**config.mk**
```make
export PLATFORM = sky130hd
export DESIGN_NAME = deskew_sequencer
export DESIGN_NICKNAME = d
export VERILOG_FILES = /design/src/rtl/deskew_pkg.sv /design/src/rtl/deskew_am_checker.sv /design/src/rtl/deskew_sequencer.sv
export SDC_FILE = /design/constraint.sdc
export NUM_CORES = 1
export LEC_CHECK = 0
export BUFFER_PORTS_ARGS = -buffer_cell sky130_fd_sc_hd__buf_2
export CORE_ASPECT_RATIO = 1.75
export CORE_MARGIN = 4
export CORE_UTILIZATION = 48
export DETAILED_ROUTE_END_ITERATION = 10
export PLACE_DENSITY_LB_ADDON = 0.25
export SLEW_MARGIN = 20
export SYNTH_ARGS = -nofsm -noshare
export SYNTH_HDL_FRONTEND = slang
export SYNTH_SLANG_ARGS = --single-unit
export TNS_END_PERCENT = 100
```
**constraint.sdc**
```tcl
create_clock -name i_clock -period 2.64 [get_ports i_clock]
set_clock_uncertainty 0.15 [all_clocks]
set_input_delay 0.264 -clock i_clock [delete_from_list [all_inputs] [get_ports i_clock]]
set_output_delay 0.264 -clock i_clock [all_outputs]
set_load 0.02 [all_outputs]
```
**src/rtl/deskew_pkg.sv**
```systemverilog
// Shared types and defaults for the PCS deskew sequencer: state encoding,
// default sizing constants and the alignment-marker group classifier.
package deskew_pkg;

  localparam int DEF_N_LANES        = 20;
  localparam int DEF_DESKEW_TIMEOUT = 64;
  localparam int DEF_GOOD_AM_COUNT  = 2;
  localparam int DEF_BAD_AM_LIMIT   = 3;
  localparam int DEF_RESYNC_HOLD    = 4;
  localparam int DEF_MAX_RETRY      = 8;

  typedef enum logic [2:0] {
    ST_IDLE      = 3'd0,
    ST_WAIT_LOCK = 3'd1,
    ST_DESKEW    = 3'd2,
    ST_VERIFY    = 3'd3,
    ST_ALIGNED   = 3'd4,
    ST_RESYNC    = 3'd5,
    ST_FAIL      = 3'd6
  } state_e;

  typedef enum logic [1:0] {
    AM_NONE    = 2'd0,
    AM_FULL    = 2'd1,
    AM_PARTIAL = 2'd2
  } am_class_e;

  // A group exists only on a valid cycle with at least one lane flagging an AM.
  function automatic am_class_e am_classify(input logic valid, input logic any_set,
                                            input logic all_set);
    if (!valid || !any_set) return AM_NONE;
    if (all_set) return AM_FULL;
    return AM_PARTIAL;
  endfunction

endpackage

```
**src/rtl/deskew_am_checker.sv**
```systemverilog
// Classifies post-deskew AM groups each cycle and owns the saturating
// good-group (VERIFY) and bad-group (ALIGNED) counters.
module deskew_am_checker
  import deskew_pkg::*;
#(
  parameter int N_LANES       = DEF_N_LANES,
  parameter int GOOD_AM_COUNT = DEF_GOOD_AM_COUNT,
  parameter int BAD_AM_LIMIT  = DEF_BAD_AM_LIMIT
) (
  input  logic               i_clock,
  input  logic               i_reset,
  input  logic               i_clear,
  input  logic               i_verify,
  input  logic               i_aligned,
  input  logic               i_valid,
  input  logic [N_LANES-1:0] i_aligned_am,
  output am_class_e          o_class,
  output logic               o_good_reached,
  output logic               o_bad_reached
);

  localparam int CNT_MAX = (GOOD_AM_COUNT > BAD_AM_LIMIT) ? GOOD_AM_COUNT : BAD_AM_LIMIT;
  localparam int CW      = $clog2(CNT_MAX + 1);

  logic [CW-1:0] good_q, good_d;
  logic [CW-1:0] bad_q, bad_d;
  am_class_e     cls;

  always_comb begin
    cls            = am_classify(i_valid, |i_aligned_am, &i_aligned_am);
    good_d         = good_q;
    bad_d          = bad_q;
    o_good_reached = 1'b0;
    o_bad_reached  = 1'b0;
    if (i_clear) begin
      good_d = '0;
      bad_d  = '0;
    end else if (i_verify && cls == AM_FULL) begin
      if (int'(good_q) < CNT_MAX) good_d = good_q + 1'b1;
      o_good_reached = (int'(good_q) + 1 >= GOOD_AM_COUNT);
    end else if (i_aligned) begin
      // Only consecutive partial groups count; any full group restarts the run.
      if (cls == AM_FULL) begin
        bad_d = '0;
      end else if (cls == AM_PARTIAL) begin
        if (int'(bad_q) < CNT_MAX) bad_d = bad_q + 1'b1;
        o_bad_reached = (int'(bad_q) + 1 >= BAD_AM_LIMIT);
      end
    end
  end

  assign o_class = cls;

  always_ff @(posedge i_clock) begin
    if (i_reset) begin
      good_q <= '0;
      bad_q  <= '0;
    end else begin
      good_q <= good_d;
      bad_q  <= bad_d;
    end
  end

endmodule

```
**src/rtl/deskew_sequencer.sv**
```systemverilog
// Supervisory FSM for the 100GbE PCS deskew datapath: enable gating, timeout,
// alignment confirmation and bounded resync. Optional stats: DESKEW_SEQ_STATS_EN.
module deskew_sequencer
  import deskew_pkg::*;
#(
  parameter int N_LANES        = DEF_N_LANES,
  parameter int DESKEW_TIMEOUT = DEF_DESKEW_TIMEOUT,
  parameter int GOOD_AM_COUNT  = DEF_GOOD_AM_COUNT,
  parameter int BAD_AM_LIMIT   = DEF_BAD_AM_LIMIT,
  parameter int RESYNC_HOLD    = DEF_RESYNC_HOLD,
  parameter int MAX_RETRY      = DEF_MAX_RETRY,
  parameter int NB_RETRY       = $clog2(MAX_RETRY + 1)
) (
  input  logic                i_clock,
  input  logic                i_reset,
  input  logic                i_enable,
  input  logic                i_valid,
  input  logic [N_LANES-1:0]  i_am_lock,
  input  logic                i_deskew_done,
  input  logic                i_invalid_skew,
  input  logic [N_LANES-1:0]  i_aligned_am,
  output logic                o_deskew_enable,
  output logic [N_LANES-1:0]  o_resync,
  output logic                o_align_status,
  output logic                o_fail,
  output logic [NB_RETRY-1:0] o_retry_count,
  output logic [2:0]          o_state
`ifdef DESKEW_SEQ_STATS_EN
  ,
  output logic [15:0]         o_align_loss_count,
  output logic                o_timeout_seen
`endif
);

  localparam int TW = $clog2(DESKEW_TIMEOUT);
  localparam int HW = (RESYNC_HOLD > 1) ? $clog2(RESYNC_HOLD) : 1;

  state_e              state_q, state_d;
  logic [TW-1:0]       timer_q, timer_d;
  logic [HW-1:0]       hold_q, hold_d;
  logic [NB_RETRY-1:0] retry_q, retry_d;
  logic                deskew_en_q, deskew_en_d;
  logic                resync_q, resync_d;
  logic                align_q, align_d;
  logic                fail_q, fail_d;
  logic                go_resync, timeout_hit;
  logic                all_lock, good_reached, bad_reached, am_clear;
  am_class_e           am_class;

  assign all_lock = &i_am_lock;
  assign am_clear = !i_enable || !(state_q == ST_VERIFY || state_q == ST_ALIGNED);

  deskew_am_checker #(
    .N_LANES      (N_LANES),
    .GOOD_AM_COUNT(GOOD_AM_COUNT),
    .BAD_AM_LIMIT (BAD_AM_LIMIT)
  ) u_am_checker (
    .i_clock       (i_clock),
    .i_reset       (i_reset),
    .i_clear       (am_clear),
    .i_verify      (state_q == ST_VERIFY),
    .i_aligned     (state_q == ST_ALIGNED),
    .i_valid       (i_valid),
    .i_aligned_am  (i_aligned_am),
    .o_class       (am_class),
    .o_good_reached(good_reached),
    .o_bad_reached (bad_reached)
  );

  always_comb begin
    state_d     = state_q;
    timer_d     = timer_q;
    hold_d      = hold_q;
    retry_d     = retry_q;
    go_resync   = 1'b0;
    timeout_hit = 1'b0;
    if (!i_enable) begin
      state_d = ST_IDLE;
      timer_d = '0;
      hold_d  = '0;
      retry_d = '0;
    end else begin
      case (state_q)
        ST_IDLE:      state_d = ST_WAIT_LOCK;
        ST_WAIT_LOCK: begin
          timer_d = '0;
          if (all_lock) state_d = ST_DESKEW;
        end
        ST_DESKEW: begin
          if (i_valid && timer_q != TW'(DESKEW_TIMEOUT - 1)) timer_d = timer_q + 1'b1;
          timeout_hit = i_valid && (timer_q == TW'(DESKEW_TIMEOUT - 1));
          // Abort conditions outrank a simultaneous deskew_done.
          if (i_invalid_skew || timeout_hit || !all_lock) go_resync = 1'b1;
          else if (i_deskew_done) state_d = ST_VERIFY;
        end
        ST_VERIFY: begin
          if (!all_lock || am_class == AM_PARTIAL) go_resync = 1'b1;
          else if (good_reached) begin
            state_d = ST_ALIGNED;
            retry_d = '0;
          end
        end
        ST_ALIGNED: if (!all_lock || bad_reached) go_resync = 1'b1;
        ST_RESYNC: begin
          hold_d = hold_q + 1'b1;
          if (hold_q == HW'(RESYNC_HOLD - 1)) begin
            hold_d  = '0;
            state_d = (retry_q == NB_RETRY'(MAX_RETRY)) ? ST_FAIL : ST_WAIT_LOCK;
          end
        end
        ST_FAIL:      state_d = ST_FAIL;
        default:      state_d = ST_IDLE;
      endcase
      if (go_resync) begin
        state_d = ST_RESYNC;
        hold_d  = '0;
        if (retry_q != NB_RETRY'(MAX_RETRY)) retry_d = retry_q + 1'b1;
      end
    end
    deskew_en_d = (state_d == ST_DESKEW) || (state_d == ST_VERIFY) || (state_d == ST_ALIGNED);
    resync_d    = (state_d == ST_RESYNC);
    align_d     = (state_d == ST_ALIGNED);
    fail_d      = (state_d == ST_FAIL);
  end

  always_ff @(posedge i_clock) begin
    if (i_reset) begin
      state_q     <= ST_IDLE;
      timer_q     <= '0;
      hold_q      <= '0;
      retry_q     <= '0;
      deskew_en_q <= 1'b0;
      resync_q    <= 1'b0;
      align_q     <= 1'b0;
      fail_q      <= 1'b0;
    end else begin
      state_q     <= state_d;
      timer_q     <= timer_d;
      hold_q      <= hold_d;
      retry_q     <= retry_d;
      deskew_en_q <= deskew_en_d;
      resync_q    <= resync_d;
      align_q     <= align_d;
      fail_q      <= fail_d;
    end
  end

  assign o_deskew_enable = deskew_en_q;
  assign o_resync        = {N_LANES{resync_q}};
  assign o_align_status  = align_q;
  assign o_fail          = fail_q;
  assign o_retry_count   = retry_q;
  assign o_state         = state_q;

`ifdef DESKEW_SEQ_STATS_EN
  // Statistics survive i_enable toggles; only i_reset clears them.
  logic [15:0] loss_cnt_q, loss_cnt_d;
  logic        timeout_seen_q, timeout_seen_d;

  always_comb begin
    loss_cnt_d     = loss_cnt_q;
    timeout_seen_d = timeout_seen_q | timeout_hit;
    if (state_q == ST_ALIGNED && state_d == ST_RESYNC && loss_cnt_q != 16'hFFFF)
      loss_cnt_d = loss_cnt_q + 16'd1;
  end

  always_ff @(posedge i_clock) begin
    if (i_reset) begin
      loss_cnt_q     <= '0;
      timeout_seen_q <= 1'b0;
    end else begin
      loss_cnt_q     <= loss_cnt_d;
      timeout_seen_q <= timeout_seen_d;
    end
  end

  assign o_align_loss_count = loss_cnt_q;
  assign o_timeout_seen     = timeout_seen_q;
`endif

endmodule

```
==> metrics.md, run 1 <==
| Metric | Value |
|---|---|
| Hold buffers post-CTS | 0 |
| Final setup TNS | 0 ps |
| Row cnt | 28 |
| DIE AREA | 0.004753 mm^2 |
| First-pass GRT wire length | 7093 um |
| CP Launch Point | o_state[0] |
| Final period utilization | 89.03% |
| Post-Syn Area per Cell | 8.104 um^2 |
| Switching share of power | 24.90% |
| Synth top cells by count | dfxtp_1 (23), nand2_1 (21), buf_4 (20) |
| CTS sink count | 23 |
| CTS resizes | 0 |
| CTS clock-pin slew for the worst setup and hold paths | 90 ps |
| Die X | 53.86 um |
| Ys async rst share | 0% |
| FF-to-FF Start | o_state[0] |
| Dpl cells | 316 |
| Status | finished clean |
| Slew Limit Headroom | 59.28% |
| Post-DRT Antenna Nets | 0 |
| Worst Setup Path Type | reg2reg |
| Leak | 0.9337 nW |
| Largest net degree at the start of global routing | 21 |
| EDFF count, synth | 0 |
| Final Hold Fails | 0 |
| NumNets Final | 331 |
| Vias after detailed routing | 1776 |
| Total Power | 0.6516 mW |
| Util after Layout | 59.99% |
| Synth area leaders | dfxtp_1 (26%), buf_4 (8.5%), ha_1 (6.4%) |
| Finished Cell Area | 0.002081 mm^2 |
| Grt ovf | 0 |
| Register share of total power | 53.9% |
| Post-synthesis cell type count | 56 |
| H-tree levels | 1 |
| Final setup viols | 0 |
| Crit Path Max Fanout | 16 |
| Hold wc startpoint | i_reset |
| Yosys warning count | 0 |
| Final std cells w/o fill | 320 |
| Initial core utilization | 50.94% |
| CTS root buf | clkbuf_8 |
| I/O Pins | 76 |
| Die height | 88.26 um |
| Sequential area share after synthesis | 26.06% |
| Tightest Hold Check Type | in2reg |
| Synth Net Count | 273 |
| I/O Buffers | 75 |
| Post-CTS setup buffers | 0 |
| Layout cell share with drive strength beyond 1 | 35.27% |
| Slowest CP cell | dfxtp_1 |
| Critical Path Sink Type | register |
| Placed inst area | 0.002036 mm^2 |
| Maximum vdd drop | 0.2332 mV |
| Diodes inserted | 0 |
| Slew Viols, Final | 0 |
| DRT Wirelength | 4524 um |
| Most frequent cell after synthesis | dfxtp_1 |
| Cell Area, Synth | 0.001767 mm^2 |
| Routability congestion estimate from global placement | 0.8051 |
| RSZ-0062 raised after global routing | no |
| Avg WL per Cell | 14.14 um |
| Ys flop type | dfxtp_1 |
| Num CTS Buffers | 3 |
| Psw | 0.1622 mW |
| Worst-Margin Slew | 608.5 ps |
| Combinational Power Share | 10.7% |
| Core area | 0.003468 mm^2 |
| Critical-path cell list | nand3b_2 -> nor3_1 -> nand4_1 -> a21boi_1 -> nand3b_1 -> a311oi_1 |
| Area Growth Syn to Fin | 17.78% |
| CP Data Required Time | 2670 ps |
| PD cells | 313.1 mW/mm^2 |
| CTS tree | done |
| Critical path arrival | 2380 ps |
| Share of total power in the clock network | 35.4% |
| Max stage delay on crit path | 690 ps |
| Initial antenna violation count | 0 |
| 1st-pass router iterations | 4 |
| Vias in the first global route | 1688 |
| Yosys top cell by area | dfxtp_1 |
| Synth top area share | 26.06% |
| Gr usage total | 19.82% |
| Vias per inst | 5.550 |
| DR iter-0 viols | 39 |
| FF+latch count, synth | 23 |
| Critical path buffer and inverter count | 0 |
| Pint | 0.4893 mW |
| Clk_lat worst skew | 270 ps |
| Max-cap viol count | 0 |
| Worst setup SP type | register |
| Crit-path leading delay family | simple AND/OR/NAND/NOR gates |
| Post-synthesis cell count | 218 |
| Clock Tree Buf Depth | 2 |
| Tmin final | 2350 ps |
| Max frequency | 425.5 MHz |
| Post-route DRC | 0 |
| DP HPWL | 3726 um |
final timing paths:
| kind | endpoint | slack (ps) | depth (start not counted) |
|---|---|---|---|
| worst max-delay path | o_align_status | 290 | 6 |
| worst min-delay path | o_state[0] | 90 | 2 |
| worst max register to register | o_align_status | 290 | 6 |
| worst min register to register | timer_q[1] | 360 | 2 |
cell usage in the layout, fill, tap and decap left out, types with 6 or more instances in the layout:
cell type	count
buf_2	75
ha_1	9
dfxtp_1	23
nand3_1	12
mux2i_1	6
nand4_1	11
nor3_1	10
a21oi_1	10
nand2_1	21
inv_1	7
nand2b_1	6
nor2_1	17
power by group through the flow:
| stage | clock (mW) | sequential [mW] | combinational, mW |
|---|---|---|---|
| floorplan | 0 | 0.358 | 0.0238 |
| global placement | 0 | 0.359 | 0.0683 |
| detailed placement | 0 | 0.359 | 0.0695 |
| CTS | 0.235 | 0.351 | 0.0698 |
| global route | 0.248 | 0.352 | 0.0767 |
| finish | 0.230 | 0.351 | 0.0700 |
layer usage:
layer,vias to the layer above,track usage [%],wire (um)
li1,897,-,-
met1,824,21.38,1699
met2,47,36.98,2503
met3,8,2.192,216
met4,0,8.372,105
met5,-,0,0
cells by family (layout without fill, tap and decap cells):
kind of cell	after synthesis	in the layout	share of synthesized area, %
adder cells (fa/ha/maj)	9	9	6.374
AO/OA/AOI/OAI	40	40	17.07
flip-flops	23	23	26.06
XOR/XNOR	5	5	2.479
multiplexers	6	6	3.400
buffers and inverters	30	87	11.12
AND/OR/NAND/NOR	105	105	33.50
state kept, by name, indices dropped and copies added (netlist names):
register / count
o_state: 3
u_am_checker.bad_q: 2
timer_q: 6
o_align_status: 1
o_deskew_enable: 1
hold_q: 2
resync_q: 1
o_fail: 1
u_am_checker.good_q: 2
o_retry_count: 4
worst register-to-register path, cell delays in order (launching register included):
cell      delay, ps
dfxtp_1         690
nand3b_2        210
nor3_1          190
nand4_1         330
a21boi_1        300
nand3b_1        130
a311oi_1        260
stage by stage:
step	hold WS, ps	setup slack [ps]
floorplan	183.1	752.5
finish	88.41	289.7
detailed placement	338.2	371.0
global route	94.43	110.3
CTS	77.27	320.5
global placement	328.3	373.4
final cells by class:
| class | count | area [um^2] |
|---|---|---|
| Clock buffer | 4 | 45.04 |
| Inverter | 7 | 26.28 |
| Fill cell | 352 | 1388 |
| Timing Repair Buffer | 76 | 382.9 |
| Multi-Input combinational cell | 165 | 1110 |
| Sequential cell | 23 | 460.4 |
| Tap cell | 45 | 56.30 |
Power figures use the tool's default switching activity.
==> run 2, diff against run 1 <==
--- a/config.mk
+++ b/config.mk
@@ -8,7 +8,7 @@
 export BUFFER_PORTS_ARGS = -buffer_cell sky130_fd_sc_hd__buf_2
 export CORE_ASPECT_RATIO = 1.75
 export CORE_MARGIN = 4
-export CORE_UTILIZATION = 48
+export CORE_UTILIZATION = 43
 export DETAILED_ROUTE_END_ITERATION = 10
 export PLACE_DENSITY_LB_ADDON = 0.25
 export SLEW_MARGIN = 20
==> constraint.sdc (replaced) <==
create_clock -name i_clock -period 1.9 [get_ports i_clock]
set_clock_uncertainty 0.15 [all_clocks]
set_input_delay 0.19 -clock i_clock [delete_from_list [all_inputs] [get_ports i_clock]]
set_output_delay 0.19 -clock i_clock [all_outputs]
set_load 0.02 [all_outputs]
==> run 2 against run 1 <==
Effect of this change: sequential power up 38%; the flow now finishes with violations (negative setup slack); final cell count rose by 13%; non-clock buffer count increased by 37; die area increased by 10%; hold slack worse by 48 ps; power up 40%; critical path type unchanged.
==> metrics.md, run 2 (synthesis gave the netlist of run 1 again) <==
| Metric | Value |
|---|---|
| Status | finished, violations left |
| Failing checks | negative setup slack |
| Final Hold Fails | 0 (unchanged) |
| Slew Limit Headroom | 71.20% (+12 points) |
| Max-cap viol count | 0 (unchanged) |
| DRT Wirelength | 5380 um (+19%) |
| NumNets Final | 368 (+11%) |
| RSZ-0062 raised after global routing | yes |
| Hold buffers post-CTS | 0 (unchanged) |
| Final period utilization | 102.7% (+14 points) |
| Initial antenna violation count | 0 (unchanged) |
| Max stage delay on crit path | 340 ps (-350 ps) |
| Reg2Reg Depth | 9 (+3) |
| CP Data Required Time | 1940 ps (-730 ps) |
| Max frequency | 512.7 MHz (+21%) |
| Critical Path Sink Type | register |
| I/O Pins | 76 (unchanged) |
| First-pass GRT wire length | 8797 um (+24%) |
| Area Growth Syn to Fin | 41.01% |
| Core area | 0.003941 mm^2 (+14%) |
| Slowest CP cell | dfxtp_2 |
| Post-DRT Antenna Nets | 0 (unchanged) |
| Max FFs per register | 6 (unchanged) |
| Vias in the first global route | 2003 (+19%) |
| Most Frequent Cell on Critical Path | nand4_1 |
| Leak | 1.132 nW (+21%) |
| Hold path endpoint | o_state[2] |
| Routability congestion estimate from global placement | 0.9690 (+20%) |
| Critical path arrival | 1990 ps (-390 ps) |
| Hold wc startpoint | i_reset |
| Worst reg-to-reg setup slack | -50 ps (-340 ps) |
| CTS clock-pin slew for the worst setup and hold paths | 90 ps (about the same) |
| CTS sink count | 23 (unchanged) |
| I/O Buffers | 75 (unchanged) |
| Crit-path leading delay family | simple AND/OR/NAND/NOR gates |
| Gr usage total | 20.74% (+0.92 points) |
| CP Launch Point | u_am_checker.good_q[0] |
| Clock Tree Buf Depth | 2 (unchanged) |
| Vias per inst | 5.536 (-0.25%) |
| Initial core utilization | 44.83% (-6.1 points) |
| Avg WL per Cell | 14.94 um (+5.7%) |
| Finished Cell Area | 0.002491 mm^2 (+20%) |
| Num CTS Buffers | 3 (unchanged) |
| CTS tree | done |
| Layout cell share with drive strength beyond 1 | 52.56% (+17 points) |
| Grt ovf | 0 (unchanged) |
| Row cnt | 30 (+7.1%) |
| Vias after detailed routing | 1993 (+12%) |
| DR iter-0 viols | 23 (-41%) |
| Worst r2r dst | o_deskew_enable |
| Diodes inserted | 0 (unchanged) |
| DP HPWL | 4336 um (+16%) |
| Maximum vdd drop | 0.3664 mV (+57%) |
| Most common cell after layout, fill and taps aside | buf_2 |
| Die height | 92.80 um (+5.1%) |
| Final setup viols | 3 (+3) |
| PD cells | 366.7 mW/mm^2 (+17%) |
| Top reg by flops | timer_q |
| H-tree levels | 1 (unchanged) |
| Commonest cells after routing, fill and taps aside | buf_2 (75), buf_4 (38), nand2_1 (20) |
| FF-to-FF Start | u_am_checker.good_q[0] |
| Crit Path Max Fanout | 2 (-14) |
| Tightest Hold Check Type | in2reg |
| CTS root buf | clkbuf_8 |
| Post-route DRC | 0 (unchanged) |
| Largest net degree at the start of global routing | 21 (unchanged) |
| Critical-path cell list | inv_2 -> ha_4 -> nand3b_1 -> nor3_2 -> nand4_1 -> buf_4 -> nand2_2 -> nand4_1 -> a211oi_2 |
| Worst setup SP type | register |
| Hold Path Stages | 2 (unchanged) |
| Placed inst area | 0.002295 mm^2 (+13%) |
| Clk_lat worst skew | 270 ps (about the same) |
| DIE AREA | 0.005239 mm^2 (+10%) |
| Place WS | -124.4 ps (-495.4 ps) |
| Die X | 56.46 um (+4.8%) |
| Worst Setup Path Type | reg2reg |
| Slew Viols, Final | 0 (unchanged) |
| Worst-Margin Slew | 427.5 ps (-181.0 ps) |
| Final WS setup | -50.41 ps (-340.1 ps) |
| Tmin final | 1950 ps (-399.9 ps) |
| Fill cells | 376 (+6.8%) |
| Critical path buffer and inverter count | 2 (+2) |
| 1st-pass router iterations | 4 (unchanged) |
==> run 2: area by class of cell <==
cell class / instances / area [um^2] / share of cell area [%]
clock buffer: 3 / 41.29 / 1.657
clock inverter: 1 / 5.005 / 0.2009
inverter: 7 / 26.28 / 1.055
multi-input combinational: 165 / 1229 / 49.32
sequential: 23 / 469.2 / 18.83
tap: 48 / 60.06 / 2.411
timing repair buffer: 113 / 660.6 / 26.52
==> run 2: metal layers <==
| layer | part of all wire (%) | routed length [um] | global-route usage (%) |
|---|---|---|---|
| met1 | 34 | 1843 | 20.07 |
| met2 | 56 | 3006 | 39.96 |
| met3 | 4.4 | 236 | 1.953 |
| met4 | 5.5 | 294 | 13.27 |
| met5 | 0 | 0 | 0 |
==> run 2: where the power goes <==
| part | switching (mW) | internal [mW] | total (mW) | leakage, nW |
|---|---|---|---|---|
| clock | 0.165 | 0.147 | 0.311 | 0.0255 |
| sequential | 0.00192 | 0.483 | 0.485 | 0.189 |
| combinational | 0.0608 | 0.0566 | 0.117 | 0.918 |
==> run 2: per-stage QoR <==
| step | std cells | util (%) | TNS, ps | total power, mW | hold WS, ps |
|---|---|---|---|---|---|
| floorplan | 218 | - | 0 | 0.5305 | 109.1 |
| global placement | 353 | 58.22 | -464.5 | 0.6047 | 301.9 |
| detailed placement | 353 | 58.22 | -825.1 | 0.6075 | 306.1 |
| CTS | 360 | 61.40 | 0 | 0.9184 | 25.58 |
| global route | 360 | 63.21 | -716.9 | 0.9510 | 43.76 |
| finish | 360 | 63.21 | -64.02 | 0.9134 | 40.53 |
==> run 2: how the worst max path moves through the flow <==
stage | to | slack, ps | cells past startpoint
after floorplan | o_align_status | 10 | 8
after global placement | o_align_status | -140 | 8
after detailed placement | o_state[0] | -120 | 7
after CTS | o_retry_count[3] | 3 | 7
after global routing | o_retry_count[3] | -110 | 7
final | o_deskew_enable | -50 | 9
==> run 2: repair_timing <==
item	4_1_cts	5_1_grt
setup endpoints to repair	13	14
gates cloned	0	0
setup buffers	3	0
pin swaps	13	8
gates resized for setup	19	18
